### src/rtl/eth_rmii_rx.sv
// RMII receive front-end: PHY clock/reset generation, dibit sampling, preamble/SFD strip,
// byte assembly with one-byte hold, error and CRC-32 status. CRC logic built only with ETH_CRC_CHECK_EN.
module eth_rmii_rx (
    input  logic       clk,
    input  logic       reset,
    output logic       eth_clk,
    output logic       eth_resetn,
    input  logic [1:0] eth_rxd,
    input  logic       eth_crs_dv,
    input  logic       eth_rx_err,
    output logic [1:0] eth_txd,
    output logic       eth_tx_en,
    output logic [7:0] rx_data,
    output logic       rx_vld,
    output logic       rx_last,
    output logic       rx_err,
    output logic       rx_crc_ok
);

    typedef enum logic [1:0] {IDLE, SYNC, DATA} state_t;

    state_t      state_q, state_d;
    logic        ph_q, resetn_q;
    logic [1:0]  rxd_q;
    logic        crs_q, rxer_q;
    logic [1:0]  prev_q, prev_d;
    logic [7:0]  sr_q, sr_d;
    logic [1:0]  cnt_q, cnt_d;
    logic [7:0]  hold_q, hold_d;
    logic        full_q, full_d;
    logic        err_q, err_d;
    logic        vld_q, vld_d;
    logic [7:0]  data_q, data_d;
    logic        last_q, last_d;
    logic        oerr_q, oerr_d;
    logic        ok_q, ok_d;

`ifdef ETH_CRC_CHECK_EN
    localparam logic [31:0] CRC_INIT    = 32'hFFFF_FFFF;
    localparam logic [31:0] CRC_RESIDUE = 32'hDEBB_20E3;

    logic [31:0] crc_q, crc_d;

    // Reflected CRC-32, two bits per dibit, bit 0 enters first.
    function automatic logic [31:0] crc_step(input logic [31:0] c, input logic [1:0] d);
        logic [31:0] r;
        r = c;
        for (int i = 0; i < 2; i++) begin
            if (r[0] ^ d[i]) r = (r >> 1) ^ 32'hEDB8_8320;
            else             r = r >> 1;
        end
        return r;
    endfunction
`endif

    assign eth_clk    = ph_q;
    assign eth_resetn = resetn_q;
    assign eth_txd    = 2'b00;
    assign eth_tx_en  = 1'b0;
    assign rx_data    = data_q;
    assign rx_vld     = vld_q;
    assign rx_last    = last_q;
    assign rx_err     = oerr_q;
    assign rx_crc_ok  = ok_q;

    // Inputs are captured while ph_q=0; the cycle with ph_q=1 processes that sample.
    always_ff @(posedge clk or posedge reset) begin
        if (reset) begin
            ph_q     <= 1'b0;
            resetn_q <= 1'b0;
            rxd_q    <= 2'b00;
            crs_q    <= 1'b0;
            rxer_q   <= 1'b0;
        end else begin
            ph_q     <= ~ph_q;
            resetn_q <= 1'b1;
            if (!ph_q) begin
                rxd_q  <= eth_rxd;
                crs_q  <= eth_crs_dv;
                rxer_q <= eth_rx_err;
            end
        end
    end

    always_ff @(posedge clk or posedge reset) begin
        if (reset) state_q <= IDLE;
        else       state_q <= state_d;
    end

    always_comb begin
        state_d = state_q;
        if (ph_q) begin
            case (state_q)
                IDLE: if (crs_q) state_d = SYNC;
                SYNC: begin
                    if (!crs_q)                                  state_d = IDLE;
                    else if (rxd_q == 2'b11 && prev_q == 2'b01)  state_d = DATA;
                end
                DATA: if (!crs_q) state_d = IDLE;
                default: state_d = IDLE;
            endcase
        end
    end

    always_comb begin
        prev_d = prev_q;
        sr_d   = sr_q;
        cnt_d  = cnt_q;
        hold_d = hold_q;
        full_d = full_q;
        err_d  = err_q;
        vld_d  = 1'b0;
        data_d = 8'h00;
        last_d = 1'b0;
        oerr_d = 1'b0;
        ok_d   = 1'b0;
`ifdef ETH_CRC_CHECK_EN
        crc_d  = crc_q;
`endif
        if (ph_q) begin
            case (state_q)
                IDLE: begin
                    if (crs_q) begin
                        prev_d = 2'b00;
                        cnt_d  = 2'd0;
                        full_d = 1'b0;
                        err_d  = 1'b0;
`ifdef ETH_CRC_CHECK_EN
                        crc_d  = CRC_INIT;
`endif
                    end
                end
                SYNC: begin
                    prev_d = rxd_q;
                    if (rxer_q) err_d = 1'b1;
                end
                DATA: begin
                    if (crs_q) begin
                        sr_d  = {rxd_q, sr_q[7:2]};
                        cnt_d = cnt_q + 2'd1;
                        if (rxer_q) err_d = 1'b1;
`ifdef ETH_CRC_CHECK_EN
                        crc_d = crc_step(crc_q, rxd_q);
`endif
                        // A completed byte pushes the previously held one out.
                        if (cnt_q == 2'd3) begin
                            hold_d = sr_d;
                            full_d = 1'b1;
                            if (full_q) begin
                                vld_d  = 1'b1;
                                data_d = hold_q;
                            end
                        end
                    end else begin
                        if (full_q) begin
                            vld_d  = 1'b1;
                            data_d = hold_q;
                            last_d = 1'b1;
                            oerr_d = err_q | rxer_q | (cnt_q != 2'd0);
`ifdef ETH_CRC_CHECK_EN
                            ok_d   = (crc_q == CRC_RESIDUE) && (cnt_q == 2'd0);
`endif
                        end
                        full_d = 1'b0;
                    end
                end
                default: ;
            endcase
        end
    end

    always_ff @(posedge clk or posedge reset) begin
        if (reset) begin
            prev_q <= 2'b00;
            sr_q   <= 8'h00;
            cnt_q  <= 2'd0;
            hold_q <= 8'h00;
            full_q <= 1'b0;
            err_q  <= 1'b0;
            vld_q  <= 1'b0;
            data_q <= 8'h00;
            last_q <= 1'b0;
            oerr_q <= 1'b0;
            ok_q   <= 1'b0;
        end else begin
            prev_q <= prev_d;
            sr_q   <= sr_d;
            cnt_q  <= cnt_d;
            hold_q <= hold_d;
            full_q <= full_d;
            err_q  <= err_d;
            vld_q  <= vld_d;
            data_q <= data_d;
            last_q <= last_d;
            oerr_q <= oerr_d;
            ok_q   <= ok_d;
        end
    end

`ifdef ETH_CRC_CHECK_EN
    always_ff @(posedge clk or posedge reset) begin
        if (reset) crc_q <= CRC_INIT;
        else       crc_q <= crc_d;
    end
`endif

endmodule

### config.mk
export PLATFORM = sky130hd
export DESIGN_NAME = eth_rmii_rx
export DESIGN_NICKNAME = d
export VERILOG_FILES = /design/src/rtl/eth_rmii_rx.sv
export SDC_FILE = /design/constraint.sdc
export NUM_CORES = 1
export LEC_CHECK = 0
export ABC_AREA = 1
export BUFFER_PORTS_ARGS = -buffer_cell sky130_fd_sc_hd__buf_2
export CORE_ASPECT_RATIO = 1.2
export CORE_UTILIZATION = 50
export CTS_BUF_LIST = sky130_fd_sc_hd__clkbuf_2 sky130_fd_sc_hd__clkbuf_4 sky130_fd_sc_hd__clkbuf_8
export DETAILED_ROUTE_END_ITERATION = 10
export PLACE_DENSITY = 0.7
export SYNTH_ARGS = -nofsm -noshare
export SYNTH_HDL_FRONTEND = slang
export SYNTH_SLANG_ARGS = --single-unit
### constraint.sdc
create_clock -name clk -period 4.3 [get_ports clk]
set_input_delay 0.645 -clock clk [delete_from_list [all_inputs] [get_ports clk]]
set_output_delay 0.645 -clock clk [all_outputs]
set_load 0.1 [all_outputs]
==> flow_metrics.env, run 1 <==
export IMPL_viasPerCell=4.81
export IMPL_p_leak_nw=1.04
export IMPL_via_count=1136
export IMPL_finalMaxSlewViolations=0
export IMPL_cts_buffer_depth=2
export IMPL_hold_class="input port to async pin"
export IMPL_clock_sinks=39
export IMPL_numCtsBuffers=5
export IMPL_netlist_area_mm2=0.00167
export IMPL_setup_violations=0
export IMPL_die_w_um=54.8
export IMPL_post_dp_hpwl_um=1830
export IMPL_start_util=0.538
export IMPL_multi_input_area_um2=561
export IMPL_ys_ff_latch=39
export IMPL_layout_nets=211
export IMPL_fin_crit_sh=0.463
export IMPL_status="finished, final reports clean"
export IMPL_routedWlPerCell_um=11.1
export IMPL_antenna_left=0
export IMPL_ir_drop_mv=0.246
export IMPL_wl_um=2620
export IMPL_clockPowerShare=0.228
export IMPL_p_sw_uw=280
export IMPL_grt_first_pass_wirelength_um=4660
export IMPL_power_density_mw_per_mm2=451
export IMPL_layout_drive_gt1_share=0.220
export IMPL_clkTransAtPathRegs_ns=0.11
export IMPL_ys_top_cells_by_area="dfrtp_1, nand2_1, inv_1"
export IMPL_cts_root_buffer="clkbuf_4"
export IMPL_yosysTopAreaCell="dfrtp_1"
export IMPL_syn_to_final_growth_pct=10.8
export IMPL_slowest_stage="dfrtp_1"
export IMPL_cts_repair_resized=0
export IMPL_rsz0062_at_grt="no"
export IMPL_hold_violations=0
export IMPL_max_freq_ghz=0.503
export IMPL_max_stage_delay_ns=0.51
export IMPL_cts_tree="yes"
export IMPL_path_delay_family="flip-flops"
export IMPL_fill_cells=281
export IMPL_seq_area_frac_synth=0.583
export IMPL_synthArstFlopShare=1.00
export IMPL_ys_warn_count=0
export IMPL_syn_mean_instance_area_um2=9.61
export IMPL_placeableCoreArea_mm2=0.00311
export IMPL_io_pins=23
export IMPL_start_kind="flip-flop"
export IMPL_grt_start_max_net_pins=40
export IMPL_drtIter0Drc=24
export IMPL_yosysMostFrequentCell="nand2_1"
export IMPL_drc=0
export IMPL_p_sw_frac=0.335
export IMPL_cp_required_ns=3.65
export IMPL_gp_congestion=0.817
export IMPL_comb_power_share=0.230
export IMPL_endpoint_kind="output pin"
export IMPL_cp_max_fo=8
export IMPL_path_buf_inv=1
export IMPL_grt_usage=0.189
export IMPL_grt_pass1_vias=1097
export IMPL_synth_edff_count=0
export IMPL_crit_arrival_ns=1.34
export IMPL_setup_tns_ns=0
export IMPL_antenna_cells=0
export IMPL_power_uw=836
export IMPL_synth_common_cells="nand2_1, dfrtp_1, inv_1, nor2_1"
export IMPL_fin_skew_ns=0.00731
export IMPL_r2r_slack_ns=2.80
export IMPL_synthCells=174
export IMPL_ctsHtreeMaxLevel=2
export IMPL_post_route_min_period_ns=1.99
export IMPL_path_class="flip-flop to output pin"
export IMPL_regArea_um2=976
export IMPL_dieArea_mm2=0.00358
export IMPL_cp_cell_sequence="buf_2"
export IMPL_hold_buffers=0
export IMPL_antenna_found_initial=0
export IMPL_synth_top_area_share=0.583
export IMPL_internal_power_uw=556
export IMPL_cts_setup_buffers=0
export IMPL_max_cap_viol_count=0
export IMPL_ys_flop_type="dfrtp_1"
export IMPL_row_count=22
export IMPL_io_buffer_count=18
export IMPL_dieHeight_um=65.4
export IMPL_drt_first_pass_iters=4
export IMPL_grt_overflow=0
export IMPL_p_seq_frac=0.542
export IMPL_clk_latency_ns=0.35
export IMPL_synth_distinct_cells=21
==> sequential cells by signal (all words and copies together) (netlist names), 2 cells and up <==
name / flops
rx_data: 8
sr_q: 6
cnt_q: 2
state_q: 2
hold_q: 8
prev_q: 2
rxd_q: 2
==> worst paths after layout <==
path | endpoint | cells past startpoint | from
worst max-delay path | eth_clk | 1 | eth_clk
worst min-delay path | rx_data[1] | 3 | reset
worst max register to register | hold_q[0] | 8 | state_q[0]
worst min register to register | hold_q[1] | 2 | sr_q[3]
max in group asynchronous | state_q[1] | 3 | reset
min in group clk | rxd_q[1] | 3 | eth_rxd[1]
==> power groups by stage <==
stage / Combinational, mW / Clock, mW / Sequential, mW
global placement: 0.189 / 0 / 0.456
finish: 0.193 / 0.191 / 0.453
global route: 0.224 / 0.213 / 0.459
detailed placement: 0.195 / 0 / 0.459
floorplan: 0.157 / 0 / 0.454
CTS: 0.195 / 0.199 / 0.452
==> worst min-delay path, stage by stage <==
cell and delay (ns):
buf_2 0.09, inv_1 0.04, buf_4 0.41
==> layout by cell type, fill, tap and decap left out, types with 2 or more instances in the layout <==
master and instances:
dfrtp_1 39, inv_1 26, o21ai_0 6, a21oi_1 2, ha_1 6, nand2_1 49, conb_1 5, nand3_1 3
nor2_1 11, buf_2 18, clkbuf_4 7, nand2_4 2, o21ai_1 6, o21ai_2 5, nand2_2 6
==> final cells by class <==
cell class,count,area share
Clock buffer,7,0.0283
Clock inverter,1,0.00270
Inverter,28,0.0634
Multi-Input combinational cell,106,0.302
Sequential cell,39,0.526
Tap cell,36,0.0243
Timing Repair Buffer,19,0.0526
==> through the flow <==
step	hold WS, ns	cells	setup slack (ns)	util	cell area [µm²]
floorplan	0.442	177	2.58	-	1680
global placement	0.467	228	2.72	0.578	1800
detailed placement	0.468	228	2.69	0.578	1800
CTS	0.396	236	2.29	0.596	1850
global route	0.445	236	2.25	0.596	1850
finish	0.394	236	2.31	0.596	1850
==> routing by layer <==
layer / wire length (µm) / track usage
met5: 0 / 0
met2: 1300 / 0.294
met1: 1140 / 0.222
met3: 110 / 0.0694
met4: 65 / 0.0962
==> cell families after synthesis <==
logic type,synth area share
other cells,0.00449
fa+ha+maj,0.0449
simple gates,0.197
flops,0.583
buf+inv,0.0883
compound gates,0.0815
No activity file was read; power rests on OpenSTA's default activity.
==> inputs of run 2 (changes only) <==
--- a/config.mk
+++ b/config.mk
@@ -5,13 +5,13 @@
 export SDC_FILE = /design/constraint.sdc
 export NUM_CORES = 1
 export LEC_CHECK = 0
-export ABC_AREA = 1
+export ABC_AREA = 0
 export BUFFER_PORTS_ARGS = -buffer_cell sky130_fd_sc_hd__buf_2
 export CORE_ASPECT_RATIO = 1.2
 export CORE_UTILIZATION = 50
 export CTS_BUF_LIST = sky130_fd_sc_hd__clkbuf_2 sky130_fd_sc_hd__clkbuf_4 sky130_fd_sc_hd__clkbuf_8
 export DETAILED_ROUTE_END_ITERATION = 10
-export PLACE_DENSITY = 0.7
+export PLACE_DENSITY = 0.73
 export SYNTH_ARGS = -nofsm -noshare
 export SYNTH_HDL_FRONTEND = slang
 export SYNTH_SLANG_ARGS = --single-unit
==> constraint.sdc (replaced) <==
create_clock -name clk -period 1.75 [get_ports clk]
set_input_delay 0.2625 -clock clk [delete_from_list [all_inputs] [get_ports clk]]
set_output_delay 0.2625 -clock clk [all_outputs]
set_load 0.1 [all_outputs]
==> flow_metrics.env, run 2 <==
export IMPL_io_pins=23
export IMPL_grt_pass1_vias=1007
export IMPL_cts_setup_buffers=0
export IMPL_path_buf_inv=1
export IMPL_hold_violations=0
export IMPL_start_util=0.535
export IMPL_clk_latency_ns=0.35
export IMPL_antenna_left=0
export IMPL_synthCells=128
export IMPL_clkTransAtPathRegs_ns=0.11
export IMPL_cp_max_fo=15
export IMPL_ys_warn_count=0
export IMPL_grt_start_max_net_pins=40
export IMPL_layout_drive_gt1_share=0.336
export IMPL_place_ws_ns=0.0897
export IMPL_cts_tree="yes"
export IMPL_grt_first_pass_wirelength_um=4440
export IMPL_synthArstFlopShare=1.00
export IMPL_placeableCoreArea_mm2=0.00311
export IMPL_cp_required_ns=1.49
export IMPL_max_freq_ghz=0.601
export IMPL_final_common_cell="dfrtp_1"
export IMPL_p_leak_nw=0.940
export IMPL_die_w_um=54.7
export IMPL_yosysTopAreaCell="dfrtp_1"
export IMPL_dieHeight_um=65.2
export IMPL_clock_sinks=39
export IMPL_antenna_cells=0
export IMPL_utilization=0.586
export IMPL_synth_common_cells="dfrtp_1, mux2_2, inv_1, and2_1, ha_1"
export IMPL_power_mw=2.21
export IMPL_power_density_mw_per_mm2=1210
export IMPL_slowest_stage="dfrtp_2"
export IMPL_post_route_min_period_ns=1.66
export IMPL_grt_overflow=0
export IMPL_crit_arrival_ns=1.40
export IMPL_drtIter0Drc=19
export IMPL_drc=0
export IMPL_routedWlPerCell_um=12.8
export IMPL_worst_pin_slew_ns=0.510
export IMPL_finalMaxSlewViolations=0
export IMPL_hold_class="input port to async pin"
export IMPL_viasPerCell=5.13
export IMPL_via_count=965
export IMPL_post_dp_hpwl_um=1680
export IMPL_final_cell_mix="dfrtp_1, mux2_2, buf_2"
export IMPL_syn_mean_instance_area_um2=13.0
export IMPL_reg2reg_from="state_q[0]"
export IMPL_synth_edff_count=0
export IMPL_layout_nets=163
export IMPL_path_class="flip-flop to output pin"
export IMPL_ys_top_cells_by_area="dfrtp_1, mux2_2, ha_1"
export IMPL_endpoint_kind="output pin"
export IMPL_max_stage_delay_ns=0.56
export IMPL_setup_ws_ns=0.0852
export IMPL_synth_distinct_cells=29
export IMPL_cp_cell_sequence="buf_2"
export IMPL_seq_area_frac_synth=0.586
export IMPL_rr_worst_depth=4
export IMPL_wl_um=2410
export IMPL_status="finished, final reports clean"
export IMPL_netlist_area_mm2=0.00166
export IMPL_grt_usage=0.179
export IMPL_setup_violations=0
export IMPL_cts_buffer_depth=2
export IMPL_start_kind="flip-flop"
export IMPL_dieArea_mm2=0.00356
export IMPL_fin_crit_sh=0.951
export IMPL_ys_ff_latch=39
export IMPL_crit_start="eth_clk"
export IMPL_rsz0062_at_grt="yes"
export IMPL_fin_skew_ns=0.00376
export IMPL_numCtsBuffers=5
export IMPL_ctsHtreeMaxLevel=2
export IMPL_ys_flop_type="dfrtp_1"
export IMPL_antenna_found_initial=0
export IMPL_cp_depth=1
export IMPL_ir_drop_mv=0.808
export IMPL_drt_first_pass_iters=4
export IMPL_path_delay_family="flip-flops"
export IMPL_synth_top_area_share=0.586
export IMPL_io_buffer_count=18
export IMPL_row_count=22
export IMPL_relSlewSlack=0.660
export IMPL_yosysMostFrequentCell="dfrtp_1"
export IMPL_cts_root_buffer="clkbuf_4"
export IMPL_syn_to_final_growth_pct=9.62
export IMPL_max_cap_viol_count=0
export IMPL_gp_congestion=0.744
==> run 2: cell types whose count changed after synthesis, sizes merged, moves of 3 or more <==
cell and delta:
o211ai +3, nand2 -53, mux2 +18, o21ai -15, buf +3, nor2 -11
and2 +10, inv -15
==> run 2: cells by family after synthesis <==
kind of cell,after synthesis,synth area share
muxes,18,0.122
and+or+nand+nor,27,0.108
other,2,0.00451
adders and majority gates,6,0.0451
DFF,39,0.586
AOI/OAI and AO/OA,17,0.0714
buffers and inverters,19,0.0632
==> run 2: final timing paths <==
kind,to,slack [ns]
min reg2reg,rx_data[3],0.49
min in group clk,rxer_q,0.14
min,hold_q[1],0.005
max,eth_clk,0.09
max reg2reg,hold_q[3],0.09
max in group asynchronous,eth_clk,1.40
==> run 2: cell type report <==
class,count,area [µm²]
repair buffers,20,105
clock inverters,2,12.5
inverters,12,45.0
well taps,36,45.0
clock buffers,6,45.0
fillers,268,1290
flip-flops and latches,39,977
multi-input cells,73,594
==> run 2: per-stage QoR <==
step / cell area (µm²) / instances / TNS (ns) / hold slack [ns]
after global placement: 1770 / 180 / 0 / 0.383
after CTS: 1820 / 188 / 0 / 0.00751
after detailed placement: 1770 / 180 / 0 / 0.402
final: 1820 / 188 / 0 / 0.00536
after floorplan: 1680 / 131 / 0 / 0.413
after global routing: 1820 / 188 / -0.0132 / 0.0591
==> run 2: report_power, final <==
| part | internal [mW] | switching (mW) | total (mW) |
|---|---|---|---|
| registers | 1.04 | 0.0996 | 1.14 |
| clock network | 0.171 | 0.294 | 0.465 |
| logic | 0.276 | 0.327 | 0.603 |
==> run 2: what timing repair did <==
item | CTS | global route
resized for setup | 0 | 0
hold buffers | 0 | 0
endpoints found under the setup margin | 0 | 3
==> run 2: layer usage <==
| metal | wire [µm] | up-vias | track usage |
|---|---|---|---|
| met4 | 70 | 0 | 0.112 |
| met5 | 0 | - | 0 |
| li1 | - | 472 | - |
| met3 | 88 | 7 | 0.0509 |
| met1 | 1080 | 464 | 0.221 |
| met2 | 1170 | 22 | 0.268 |
